### src/rtl/pwm_pkg.sv
// Shared state encodings and descriptor record for the PWM burst sequencer.
// Latency: none, types and constants only.
// Backpressure: none.
package pwm_pkg;

    // Default width of the period, dead-time and gap fields.
    localparam int unsigned PWM_RAM_WIDTH = 32;

    // Sequencer states, kept as plain constants so legacy code can share the encoding.
    typedef logic [2:0] state_t;
    localparam state_t S_IDLE      = 3'd0;
    localparam state_t S_LOAD      = 3'd1;
    localparam state_t S_FIRE      = 3'd2;
    localparam state_t S_WAIT_DONE = 3'd3;
    localparam state_t S_GAP       = 3'd4;

    // One pulse descriptor as held in the table.
    typedef struct packed {
        logic [PWM_RAM_WIDTH-1:0] pulse_period;
        logic [PWM_RAM_WIDTH-1:0] die_period;
        logic [PWM_RAM_WIDTH-1:0] gap;
        logic                     level;
    } desc_t;

endpackage

### src/rtl/pwm_seq_table.sv
// Descriptor register file: DEPTH entries, synchronous write, asynchronous read.
// Latency: write visible the cycle after wr_vld; read is combinational.
// Backpressure: none; writes arriving while idle is low are dropped.
module pwm_seq_table
    import pwm_pkg::*;
#(
    parameter int unsigned DEPTH = 8,
    parameter int unsigned AW    = 3
) (
    input  logic          io_clk,
    input  logic          idle,
    input  logic          wr_vld,
    input  logic [AW-1:0] wr_addr,
    input  desc_t         wr_dat,
    input  logic [AW-1:0] rd_addr,
    output desc_t         rd_dat
);

    desc_t mem [DEPTH];

    // Accept table writes only while the sequencer is idle so a running burst never sees a change.
    always_ff @(posedge io_clk) begin
        if (wr_vld && idle) begin
            mem[wr_addr] <= wr_dat;
        end
    end

    assign rd_dat = mem[rd_addr];

endmodule

### src/rtl/pwm_burst_sequencer.sv
// Walks a descriptor table, driving half_pwm_die config plus an io_en strobe per entry, for N passes.
// Latency: seq_start at edge N -> config valid after N+1 -> io_en high between N+2 and N+3.
// Backpressure: waits on the pulse_valid rising edge per entry; abort or watchdog pulse pwm_dis.
module pwm_burst_sequencer
    import pwm_pkg::*;
#(
    parameter int unsigned _RAM_WIDTH     = PWM_RAM_WIDTH,
    parameter int unsigned DEPTH          = 8,
    parameter int unsigned AW             = 3,
    parameter int unsigned TIMEOUT_CYCLES = 1000000
) (
    input  logic                  io_clk,
    input  logic                  io_rst_n,
    input  logic                  cfg_we,
    input  logic [AW-1:0]         cfg_addr,
    input  logic [_RAM_WIDTH-1:0] cfg_pulse_period,
    input  logic [_RAM_WIDTH-1:0] cfg_die_period,
    input  logic [_RAM_WIDTH-1:0] cfg_gap,
    input  logic                  cfg_level,
    input  logic [AW:0]           seq_len,
    input  logic [15:0]           seq_repeat,
    input  logic                  seq_start,
    input  logic                  seq_abort,
    input  logic                  pulse_valid,
    output logic [_RAM_WIDTH-1:0] pulse_period,
    output logic [_RAM_WIDTH-1:0] die_period,
    output logic                  io_defaultLevel,
    output logic                  io_en,
    output logic                  pwm_dis,
    output logic                  busy,
    output logic                  seq_done,
    output logic                  err_timeout,
    output logic [AW-1:0]         cur_idx
);

    localparam int unsigned   W        = _RAM_WIDTH;
    localparam logic [W-1:0]  TO_LIMIT = W'(TIMEOUT_CYCLES);
    localparam logic [AW:0]   LEN_ONE  = {{AW{1'b0}}, 1'b1};

    state_t        state;
    logic [AW-1:0] idx;
    logic [15:0]   pass;
    logic [AW:0]   len_q;
    logic [15:0]   rep_q;
    logic [W-1:0]  gap_cnt;
    logic [W-1:0]  to_cnt;
    logic [W-1:0]  to_next;
    logic [W-1:0]  cur_gap;
    logic          pv_q;
    logic          pv_rise;
    logic          is_idle;
    logic          last_idx;
    logic          last_pass;
    logic          to_fire;
    logic [AW-1:0] idx_adv;
    logic [15:0]   pass_adv;
    desc_t         tbl_wr;
    desc_t         tbl_rd;

    // The descriptor record width follows the package; narrower or wider buses are cast at the boundary.
    assign tbl_wr.pulse_period = PWM_RAM_WIDTH'(cfg_pulse_period);
    assign tbl_wr.die_period   = PWM_RAM_WIDTH'(cfg_die_period);
    assign tbl_wr.gap          = PWM_RAM_WIDTH'(cfg_gap);
    assign tbl_wr.level        = cfg_level;

    pwm_seq_table #(
        .DEPTH (DEPTH),
        .AW    (AW)
    ) u_table (
        .io_clk  (io_clk),
        .idle    (is_idle),
        .wr_vld  (cfg_we),
        .wr_addr (cfg_addr),
        .wr_dat  (tbl_wr),
        .rd_addr (idx),
        .rd_dat  (tbl_rd)
    );

    assign is_idle   = (state == S_IDLE);
    assign busy      = ~is_idle;
    assign pv_rise   = pulse_valid & ~pv_q;
    assign last_idx  = ({1'b0, idx} == (len_q - LEN_ONE));
    assign last_pass = (rep_q != 16'd0) && (pass == (rep_q - 16'd1));
    assign idx_adv   = last_idx ? '0 : (idx + AW'(1));
    assign pass_adv  = last_idx ? (pass + 16'd1) : pass;
    assign cur_gap   = W'(tbl_rd.gap);
    // Watchdog counter saturates instead of wrapping.
    assign to_next   = (to_cnt == '1) ? to_cnt : (to_cnt + W'(1));
    assign to_fire   = (TIMEOUT_CYCLES != 0) && (to_next == TO_LIMIT);

    // Sequencer FSM: abort first, then per-state progress; strobes default low every cycle.
    always_ff @(posedge io_clk or negedge io_rst_n) begin
        if (!io_rst_n) begin
            state           <= S_IDLE;
            idx             <= '0;
            pass            <= '0;
            len_q           <= '0;
            rep_q           <= '0;
            gap_cnt         <= '0;
            to_cnt          <= '0;
            pv_q            <= 1'b0;
            pulse_period    <= '0;
            die_period      <= '0;
            io_defaultLevel <= 1'b0;
            io_en           <= 1'b0;
            pwm_dis         <= 1'b0;
            seq_done        <= 1'b0;
            err_timeout     <= 1'b0;
            cur_idx         <= '0;
        end else begin
            io_en    <= 1'b0;
            pwm_dis  <= 1'b0;
            seq_done <= 1'b0;
            pv_q     <= pulse_valid;
            if (!is_idle && seq_abort) begin
                pwm_dis <= 1'b1;
                state   <= S_IDLE;
            end else begin
                case (state)
                    S_IDLE: begin
                        if (seq_start) begin
                            if (seq_len != '0) begin
                                len_q       <= seq_len;
                                rep_q       <= seq_repeat;
                                idx         <= '0;
                                pass        <= '0;
                                err_timeout <= 1'b0;
                                state       <= S_LOAD;
                            end else begin
                                seq_done <= 1'b1;
                            end
                        end
                    end
                    S_LOAD: begin
                        pulse_period    <= W'(tbl_rd.pulse_period);
                        die_period      <= W'(tbl_rd.die_period);
                        io_defaultLevel <= tbl_rd.level;
                        cur_idx         <= idx;
                        state           <= S_FIRE;
                    end
                    S_FIRE: begin
                        io_en  <= 1'b1;
                        to_cnt <= '0;
                        state  <= S_WAIT_DONE;
                    end
                    S_WAIT_DONE: begin
                        to_cnt <= to_next;
                        if (pv_rise) begin
                            if (last_idx && last_pass) begin
                                seq_done <= 1'b1;
                                state    <= S_IDLE;
                            end else if (cur_gap == '0) begin
                                idx   <= idx_adv;
                                pass  <= pass_adv;
                                state <= S_LOAD;
                            end else begin
                                gap_cnt <= cur_gap - W'(1);
                                state   <= S_GAP;
                            end
                        end else if (to_fire) begin
                            err_timeout <= 1'b1;
                            pwm_dis     <= 1'b1;
                            state       <= S_IDLE;
                        end
                    end
                    S_GAP: begin
                        if (gap_cnt == '0) begin
                            idx   <= idx_adv;
                            pass  <= pass_adv;
                            state <= S_LOAD;
                        end else begin
                            gap_cnt <= gap_cnt - W'(1);
                        end
                    end
                    default: state <= S_IDLE;
                endcase
            end
        end
    end

endmodule

### config.mk
export PLATFORM = sky130hd
export DESIGN_NAME = pwm_burst_sequencer
export DESIGN_NICKNAME = d
export VERILOG_FILES = /design/src/rtl/pwm_pkg.sv /design/src/rtl/pwm_seq_table.sv /design/src/rtl/pwm_burst_sequencer.sv
export SDC_FILE = /design/constraint.sdc
export NUM_CORES = 1
export LEC_CHECK = 0
export ABC_CLOCK_PERIOD_IN_PS = 19300
export BUFFER_PORTS_ARGS = -buffer_cell sky130_fd_sc_hd__buf_2
export CORE_MARGIN = 2
export CORE_UTILIZATION = 60
export DETAILED_ROUTE_END_ITERATION = 7
export PLACE_DENSITY_LB_ADDON = 0.05
export SYNTH_ARGS = -nofsm -noshare
export SYNTH_HDL_FRONTEND = slang
export SYNTH_SLANG_ARGS = --single-unit
### constraint.sdc
create_clock -name io_clk -period 19.3 [get_ports io_clk]
set_clock_uncertainty 0.05 [all_clocks]
set_input_delay 0.965 -clock io_clk [delete_from_list [all_inputs] [get_ports io_clk]]
set_output_delay 0.965 -clock io_clk [all_outputs]
set_load 0.005 [all_outputs]
# Word level (Yosys, flattened, before mapping)
# Memories as Yosys holds them, arrays and structs flattened.
# Index checks and enable logic that the tools add are counted.
[word_totals]
in_bits = 126
memories = 1
elab_cells = 122
ramBits = 776
regBits = 179
output_inout_bits = 73
[classes]
reduce_logical = 21
bitwise_logic = 4
n_addsub = 7
n_mux = 51
n_eq_ne = 22
[mem_list]
columns = ["name", "depth", "word_bits", "rd", "rd_ports_with_merged_regs", "write_ports", "line_no", "rtl"]
rows = [
  ["u_table.mem", 8, 97, 1, 0, 1, "pwm_seq_table.sv:19", "desc_t mem [DEPTH];"],
]
[op_table]
columns = ["op", "count"]
rows = [
  ["32-bit two-way mux", 5],
  ["32-bit case mux with 2 select lines", 2],
  ["16-bit two-way mux", 7],
  ["32-bit logical NOT", 2],
  ["32-bit by 1-bit subtractor with 32-bit output (second input constant)", 2],
  ["16-bit case mux with 3 select lines", 1],
  ["3-bit two-way mux", 15],
  ["32-bit by 1-bit adder with 32-bit output (second input constant)", 1],
  ["32-bit by 20-bit equality test with 1-bit output (second input constant)", 1],
  ["32-bit equality test (second input constant)", 1],
  ["2-bit != test (second input constant)", 9],
  ["1-bit two-way mux", 17],
  ["16-bit by 1-bit adder with 16-bit output (second input constant)", 1],
  ["16-bit equality test", 1],
  ["16-bit nonzero test", 1],
  ["16-bit by 1-bit subtractor with 16-bit output (second input constant)", 1],
  ["3-bit case mux with 5 select lines", 1],
  ["6-bit AND reduction", 2],
  ["3-bit case mux with 3 select lines", 1],
  ["4-bit AND reduction", 2],
  ["8-bit AND reduction", 1],
  ["3-bit by 2-bit equality test with 1-bit output (second input constant)", 2],
  ["2-bit nonzero test", 3],
  ["3-bit by 4-bit equality test with 1-bit output", 1],
  ["18 further kinds", 25],
]

# Logic depth before layout (Yosys ltp)
# Gate-level depths: netlist (run 1).
[logic_depth]
depth_word = 8
mapped_depth = 13
depth_no_buf = 10

# Modules after synthesis
# From an unflattened synthesis (run 1), not the netlist that was laid out.
[unflattened]
cells_unflattened = 2369
hier_area_um2 = 40213.6
[by_module_without_submodules]
columns = ["mod", "instances", "area_each_um2", "cells_per_inst", "seq_area_each_um2"]
rows = [
  ["pwm_seq_table", 1, 29183.0, 1135, 23302.3],
  ["pwm_burst_sequencer", 1, 11030.6, 1234, 4479.3],
]

# Worst setup path after synthesis (run 1)
# Ideal clock, no wire load.
[synth_timing]
path_kind = "reg2reg"
startpoint = "register state[1]"
endpoint = "memory u_table.mem[1][0] (netlist name), enable pin"
setup_ns = 0.673
path_slack_ns = 10.680
n_path_buf = 2
path_stages_with_launch = 7
arrival_ns = 7.898
period_less_slack_ns = 8.620
required_time_ns = 18.577
path_cell_list = "dfrtp_1 clkbuf_1 or2_2 clkbuf_1 nor2_1 nand3_1 nor3_1"
[synth_between]
elab_chain_len = 4
[synth_rtl]
columns = ["element", "line_no", "rtl"]
rows = [
  ["from (decl)", "pwm_burst_sequencer.sv:40", "state_t state;"],
  ["from (signal assigned)", "pwm_burst_sequencer.sv:94", "state <= S_IDLE;"],
  ["from (signal assigned)", "pwm_burst_sequencer.sv:117", "state <= S_IDLE;"],
  ["from (signal assigned)", "pwm_burst_sequencer.sv:128", "state <= S_LOAD;"],
  ["3-bit logical NOT", "pwm_burst_sequencer.sv:79", "assign is_idle = (state == S_IDLE);"],
  ["1-bit logical AND", "pwm_seq_table.sv:23", "if (wr_vld && idle) begin"],
  ["1-bit two-way mux", "pwm_seq_table.sv:23", ""],
  ["1-bit two-way mux (not written as such)", "pwm_seq_table.sv:24", "mem[wr_addr] <= wr_dat;"],
  ["to (decl)", "pwm_seq_table.sv:19", ""],
]
# Every way passes these cells.

# Worst setup path after layout (run 1)
[layout_timing]
startpoint = "register idx[2]"
endpoint = "register gap_cnt[12]"
[layout_between]
elab_chain_len = 6
elab_cells_between_ends = 12
cone_classes = "add/sub: 1; eq/ne: 3; mux: 4; reduce/logical: 3; memory: 1"
[layout_rtl]
columns = ["element", "line_no", "rtl"]
rows = [
  ["from (decl)", "pwm_burst_sequencer.sv:41", "logic [AW-1:0] idx;"],
  ["from (signal assigned)", "pwm_burst_sequencer.sv:153", "idx <= idx_adv;"],
  ["from (signal assigned)", "pwm_burst_sequencer.sv:168", "idx <= idx_adv;"],
  ["memory read 8 x 97 bit", "-", ""],
  ["32-bit by 1-bit subtractor with 32-bit output", "pwm_burst_sequencer.sv:157", "gap_cnt <= cur_gap - W'(1);"],
  ["32-bit two-way mux", "pwm_burst_sequencer.sv:152", "end else if (cur_gap == '0) begin"],
  ["32-bit two-way mux", "pwm_burst_sequencer.sv:149", "if (last_idx && last_pass) begin"],
  ["32-bit two-way mux", "pwm_burst_sequencer.sv:148", "if (pv_rise) begin"],
  ["32-bit case mux with 2 select lines", "pwm_burst_sequencer.sv:119", "case (state)"],
  ["to (signal assigned)", "pwm_burst_sequencer.sv:157", ""],
  ["to (signal assigned)", "pwm_burst_sequencer.sv:172", "gap_cnt <= gap_cnt - W'(1);"],
  ["to (decl)", "pwm_burst_sequencer.sv:45", "logic [W-1:0] gap_cnt;"],
]
# Parallel ways exist; a longest one is shown, timed or not. The select of a mux whose other input is x is not followed.
# A chain may end at the register's enable or synchronous reset.

==> qor.csv, run 1 <==
metric;value;unit
ys_seq_area_frac;0.706;
cts-hold-fix-buffers;0;
critPathCaptureType;flop;
net-switching-power;1.62;mW
clock_latency;0.66;ns
seqPwrFrac;0.460;
p_leak;14.7;nW
ys_types;80;
rsz0062_at_grt;false;
cap_violations;0;
critPathMaxFanout;43;
worst_pin_slew;1.25;ns
critPathBufInv;3;
drtIter0Drc;2016;
cts_inserted_buffers;95;
fin_cells;3465;
rows;93;
max_freq;0.191;GHz
grt_max_degree;112;
critPathMaxStageDelay;0.83;ns
wire_per_inst;25.0;um
nNetsFinal;2660;
final_max_slew_viol_count;0;
synth_seq_cells;955;
syn_inst;2326;
grt_pass1_wl;133000;um
crit_type;reg2reg;
die_w;260;um
clockBufferDepth;3;
cp_cell_sequence;buf_4 > buf_4 > mux4_2 > or4_1 > o21ai_2 > nand4b_2 > o211ai_4 > and2_1 > buf_4 > mux2_1;
utilization;0.683;
p_clk_frac;0.319;
layout_commonest_cell;edfxtp_1;
post-route-period-util;0.271;
wl;86800;um
crit_family;buffers and inverters;
layout_setup_ws;14.08;ns
die_h;260;um
crit_top_cell;buf_4;
whs;0.263;ns
globalRouteOverflowTotal;0;
fillers;4414;
min_path_type;in2async;
cp-start-kind;flop;
synth.avg_cell_area;16.9;um^2
regToRegSetupSlack;14.08;ns
worstPathArrival;5.69;ns
cts-root-buf;clkbuf_16;
synth-main-ff-cell;edfxtp_1;
gr-usage-all-layers;0.261;
antenna_found_initial;16;
drc;0;
cp.depth;10;
cp_slowest_cell;buf_4;
fin_setup_tns;0;ns
dp_slack;14.05;ns
synth_warnings;0;
globalplace.congestion;0.899;
vias;21700;
io_pins;199;
setup-violations-final;0;
status;complete, no violations;
dp_cells;3285;
combPwrFrac;0.220;
finalHoldViolCount;0;
critPathLaunch;idx[2];
ir_drop;0.000108;V
synth_fp_nets;2459;
synth-async-reset-ratio;0.187;
powerDensity;128;nW/um^2
final_cell_mix;776 x edfxtp_1, 197 x buf_2, 176 x dfrtp_1;
switching_share;0.286;
grt_pass1_vias;22500;
cts_tree;built;
finalCriticalPeriod;5.22;ns
start_util;0.608;
cts.htree.levels;3;
cts_sinks;955;
synth_edf_count;776;
syn_area;39400;um^2
r2r-end;gap_cnt[12];
cts_resized;0;
die_area;67600;um^2
via_per_inst;6.25;
dpl.hpwl;49800;um
worstReg2RegStart;idx[2];
first_pass_iters;6;
coreArea;64700;um^2
internal_power;4.04;mW
clk_pin_slew;0.06;ns
syn2layout_area_growth;12.3;%
slew_headroom;0.170;
worstPathRequired;19.77;ns
ant_nets;0;
rr_worst_depth;10;
layout-drive-gt1-share;0.227;
cts_setup_buffers;0;
critPathCapture;gap_cnt[12];
port_buffers;198;
-- worst register-to-register path, delay by kind of cell, from the launching register on --
family,cells,cell delay [ns]
muxes,2,0.85
buffers and inverters,3,1.99
DFF,1,0.67
and+or+nand+nor,3,1.07
AOI/OAI and AO/OA,2,0.47
-- synthesized netlist by cell type, types with 13 or more instances --
master	number	area [um^2]
mux2_1	21	236
edfxtp_1	776	23300
a21oi_1	92	460
and2_1	26	163
o21ai_0	67	335
mux2_2	27	304
buf_1	13	48.8
and3_1	14	87.6
nand2_1	94	353
o31ai_1	26	195
nor4_1	18	113
a31oi_1	27	169
a22oi_1	46	345
clkbuf_1	55	206
dfrtp_1	179	4480
nand4_1	32	200
nand3_1	46	230
xnor2_1	33	289
mux4_2	156	3510
mux2i_1	160	1600
nor2_1	131	492
xor2_1	28	245
buf_2	32	160
buf_4	14	105
nor3_1	28	140
inv_1	17	63.8
-- sequential cells by signal, summed over array words and instances (netlist names) --
signal,cells
cur_idx,3
die_period,32
err_timeout,1
gap_cnt,32
idx,3
io_defaultLevel,1
io_en,1
len_q,4
pass,16
pulse_period,32
pv_q,1
pwm_dis,1
rep_q,16
seq_done,1
state,3
to_cnt,32
u_table.mem,776
-- layer usage --
layer	track usage	wire, um	vias to the layer above
met2	0.445	44300	662
met4	0.0679	1960	22
li1	-	-	9643
met3	0.0518	5380	157
met1	0.349	35000	11200
met5	0	136	-
-- final cells by class --
class | instances | area [um^2] | area share
repair buffers | 231 | 1260 | 0.0285
diodes | 3 | 7.51 | 0.000170
well taps | 855 | 1070 | 0.0242
inverters | 17 | 63.8 | 0.00144
multi-input cells | 1227 | 10900 | 0.247
flip-flops and latches | 955 | 27800 | 0.629
clock buffers | 136 | 2620 | 0.0593
clock inverters | 41 | 440 | 0.00997
-- power by group through the flow --
stage	clock network, mW	logic (mW)	registers (mW)
after global placement	0	1.23	2.64
after detailed placement	0	1.25	2.64
after CTS	1.84	1.26	2.60
after floorplan	0	0.939	2.58
final	1.80	1.25	2.60
after global routing	1.91	1.37	2.63
-- stage by stage --
step | cell area (um^2) | power (mW)
final | 44200 | 5.65
after global routing | 44200 | 5.91
after CTS | 44200 | 5.70
after detailed placement | 41100 | 3.89
after global placement | 41100 | 3.86
after floorplan | 39400 | 3.52
-- kinds of logic after synthesis --
group	share of synthesized area
AO/OA/AOI/OAI	0.0514
multiplexers	0.144
AND/OR/NAND/NOR	0.0643
flip-flops	0.706
buffers and inverters	0.0184
XOR/XNOR	0.0136
adder cells (fa/ha/maj)	0.00223
-- how the worst min path moves through the flow --
stage | slack, ns | from | to | depth (start not counted)
3_3_place_gp | 0.43 | cur_idx[1] | cur_idx[1] | 1
5_1_grt | 0.29 | io_rst_n | to_cnt[28] | 1
4_1_cts | 0.25 | io_rst_n | to_cnt[28] | 1
6_report | 0.26 | io_rst_n | to_cnt[28] | 1
2_1_floorplan | 0.42 | pass[15] | pass[15] | 1
3_5_place_dp | 0.45 | cur_idx[1] | cur_idx[1] | 1
Note: power is estimated with default switching activity, not from simulation.
==> run 2, diff against run 1 <==
- ABC_CLOCK_PERIOD_IN_PS: 19300 -> 5100
- clock period: 19.3 -> 5.1 ns (I/O delays scaled with it)
==> run 2 against run 1 <==
  * Die area did not move
  * Critical endpoint is now gap_cnt[0]
  * Routed wire length grew 1.4%
  * Global-route usage increased by 0.36 points
  * Sequential power rose to 3.8 times the previous value
  * Highest routed layer unchanged
  * Non-clock buffer count up 133
  * Flip-flop and latch count is the same
  * Register-to-register slack worse by 13 ns
==> qor.csv, run 2 (same netlist as run 1, synthesis figures left out) <==
metric;value;unit
cts-root-buf;clkbuf_16;
top_usage_layer;met2;
grt_use_met2;0.441;
critPathCapture;gap_cnt[0];
grt_pass1_vias;23100;
cap_violations;0;
critPathMaxFanout;42;
die_h;260;um
worst_pin_slew;1.08;ns
coreArea;64700;um^2
cp_slowest_cell;dfrtp_4;
max_freq;0.241;GHz
crit_type;reg2reg;
worstPathArrival;4.61;ns
p_leak;15.4;nW
grt_max_degree;134;
clockBufferDepth;3;
antenna_found_initial;7;
clock_latency;0.64;ns
min_path_type;in2async;
finalCriticalPeriod;4.14;ns
combPwrFrac;0.227;
io_pins;199;
syn2layout_area_growth;16.2;%
critPathBufInv;2;
wl;88000;um
critPathLaunch;idx[0];
start_util;0.608;
grtUsageMet3;0.0456;
drtIter0Drc;1913;
die_w;260;um
ir_drop;0.000348;V
whs;0.118;ns
cts.htree.levels;3;
ant_nets;0;
post-route-period-util;0.812;
top_register;u_table.mem;
finalPower;21.7;mW
cp_cell_sequence;buf_12 > mux2i_1 > a22oi_1 > a22oi_1 > nand4_1 > nand4b_2 > o211ai_4 > and2_1 > buf_12 > mux2_2;
cts_sinks;955;
final_max_slew_viol_count;0;
fillers;4230;
die_area;67600;um^2
cts_setup_buffers;0;
setup-violations-final;0;
status;complete, no violations;
grt_pass1_wl;135000;um
rr_worst_depth;10;
p_clk_frac;0.323;
final_cell_mix;776 x edfxtp_1, 197 x buf_2, 176 x dfrtp_1;
internal_power;15.5;mW
cp.depth;10;
globalplace.congestion;0.894;
cts_tree;built;
net-switching-power;6.15;mW
nNetsFinal;2794;
critPathCaptureType;flop;
gr-usage-met1;0.362;
worstReg2RegStart;idx[0];
switching_share;0.284;
crit_family;simple AND/OR/NAND/NOR gates;
globalRouteOverflowTotal;0;
r2r-end;gap_cnt[0];
via_per_inst;6.17;
regToRegSetupSlack;0.96;ns
layout_commonest_cell;edfxtp_1;
slew_headroom;0.280;
cts_inserted_buffers;96;
powerDensity;474;nW/um^2
drc;0;
layout-drive-gt1-share;0.223;
critPathMaxStageDelay;0.76;ns
wire_per_inst;24.4;um
port_buffers;198;
rows;93;
vias;22200;
largest_reg_flops;776;
seqPwrFrac;0.451;
rsz0062_at_grt;false;
gr-usage-all-layers;0.265;
dpl.hpwl;50200;um
worstPathRequired;5.57;ns
clk_pin_slew;0.06;ns
cp-start-kind;flop;
first_pass_iters;5;
finalHoldViolCount;0;
[run 2: cell types whose count changed in the layout (fill, tap and decap cells not counted), moves of 3 or more]
cell           change
buf_12             +8
dlygate4sd3_1    +122
clkbuf_8           +9
clkbuf_1          -10
clkbuf_16          +5
buf_4              +3
clkinvlp_4         +3
[run 2: timing repair]
action,4_1_cts,5_1_grt
resized for setup,0,0
hold buffers,122,0
hold endpoints to repair,852,0
[run 2: cell type report]
class	count	area (um^2)	area share
multi-input combinational	1227	10900	0.239
tap	855	1070	0.0234
sequential	955	27800	0.608
timing repair buffer	364	2660	0.0583
clock buffer	140	2830	0.0619
inverter	17	63.8	0.00140
clock inverter	40	370	0.00810
antenna	4	10.0	0.000219
[run 2: power by group through the flow]
stage          clock (mW)  sequential [mW]  combinational, mW
2_1_floorplan           0             9.74               3.55
3_3_place_gp            0             9.91               4.77
3_5_place_dp            0             9.93               4.86
4_1_cts              7.13             9.78               4.97
5_1_grt              7.43             9.87               5.38
6_report             7.00             9.78               4.92
[run 2: how the worst min path moves through the flow]
stage | from | endpoint | slack (ns) | depth (start not counted)
2_1_floorplan | io_rst_n | cur_idx[0] | -0.09 | 0
3_3_place_gp | io_rst_n | to_cnt[31] | 0.22 | 1
3_5_place_dp | io_rst_n | to_cnt[31] | 0.23 | 1
4_1_cts | io_rst_n | to_cnt[31] | 0.11 | 2
5_1_grt | io_rst_n | to_cnt[31] | 0.15 | 2
6_report | io_rst_n | to_cnt[31] | 0.12 | 2
[run 2: metal layers]
layer | routed length [um] | part of all wire
met5 | 55 | 0.00062
met3 | 5220 | 0.059
met1 | 36300 | 0.41
met2 | 44200 | 0.50
met4 | 2170 | 0.025
[run 2: through the flow]
step           instance area, um^2  setup WS, ns   util  TNS (ns)  cells
2_1_floorplan                39400        -0.920      -   -639.95   2326
3_3_place_gp                 41300         0.953  0.638         0   3296
3_5_place_dp                 41300         0.944  0.638         0   3296
4_1_cts                      45700         0.930  0.707         0   3598
5_1_grt                      45700         0.706  0.707         0   3600
6_report                     45700         0.957  0.707         0   3602
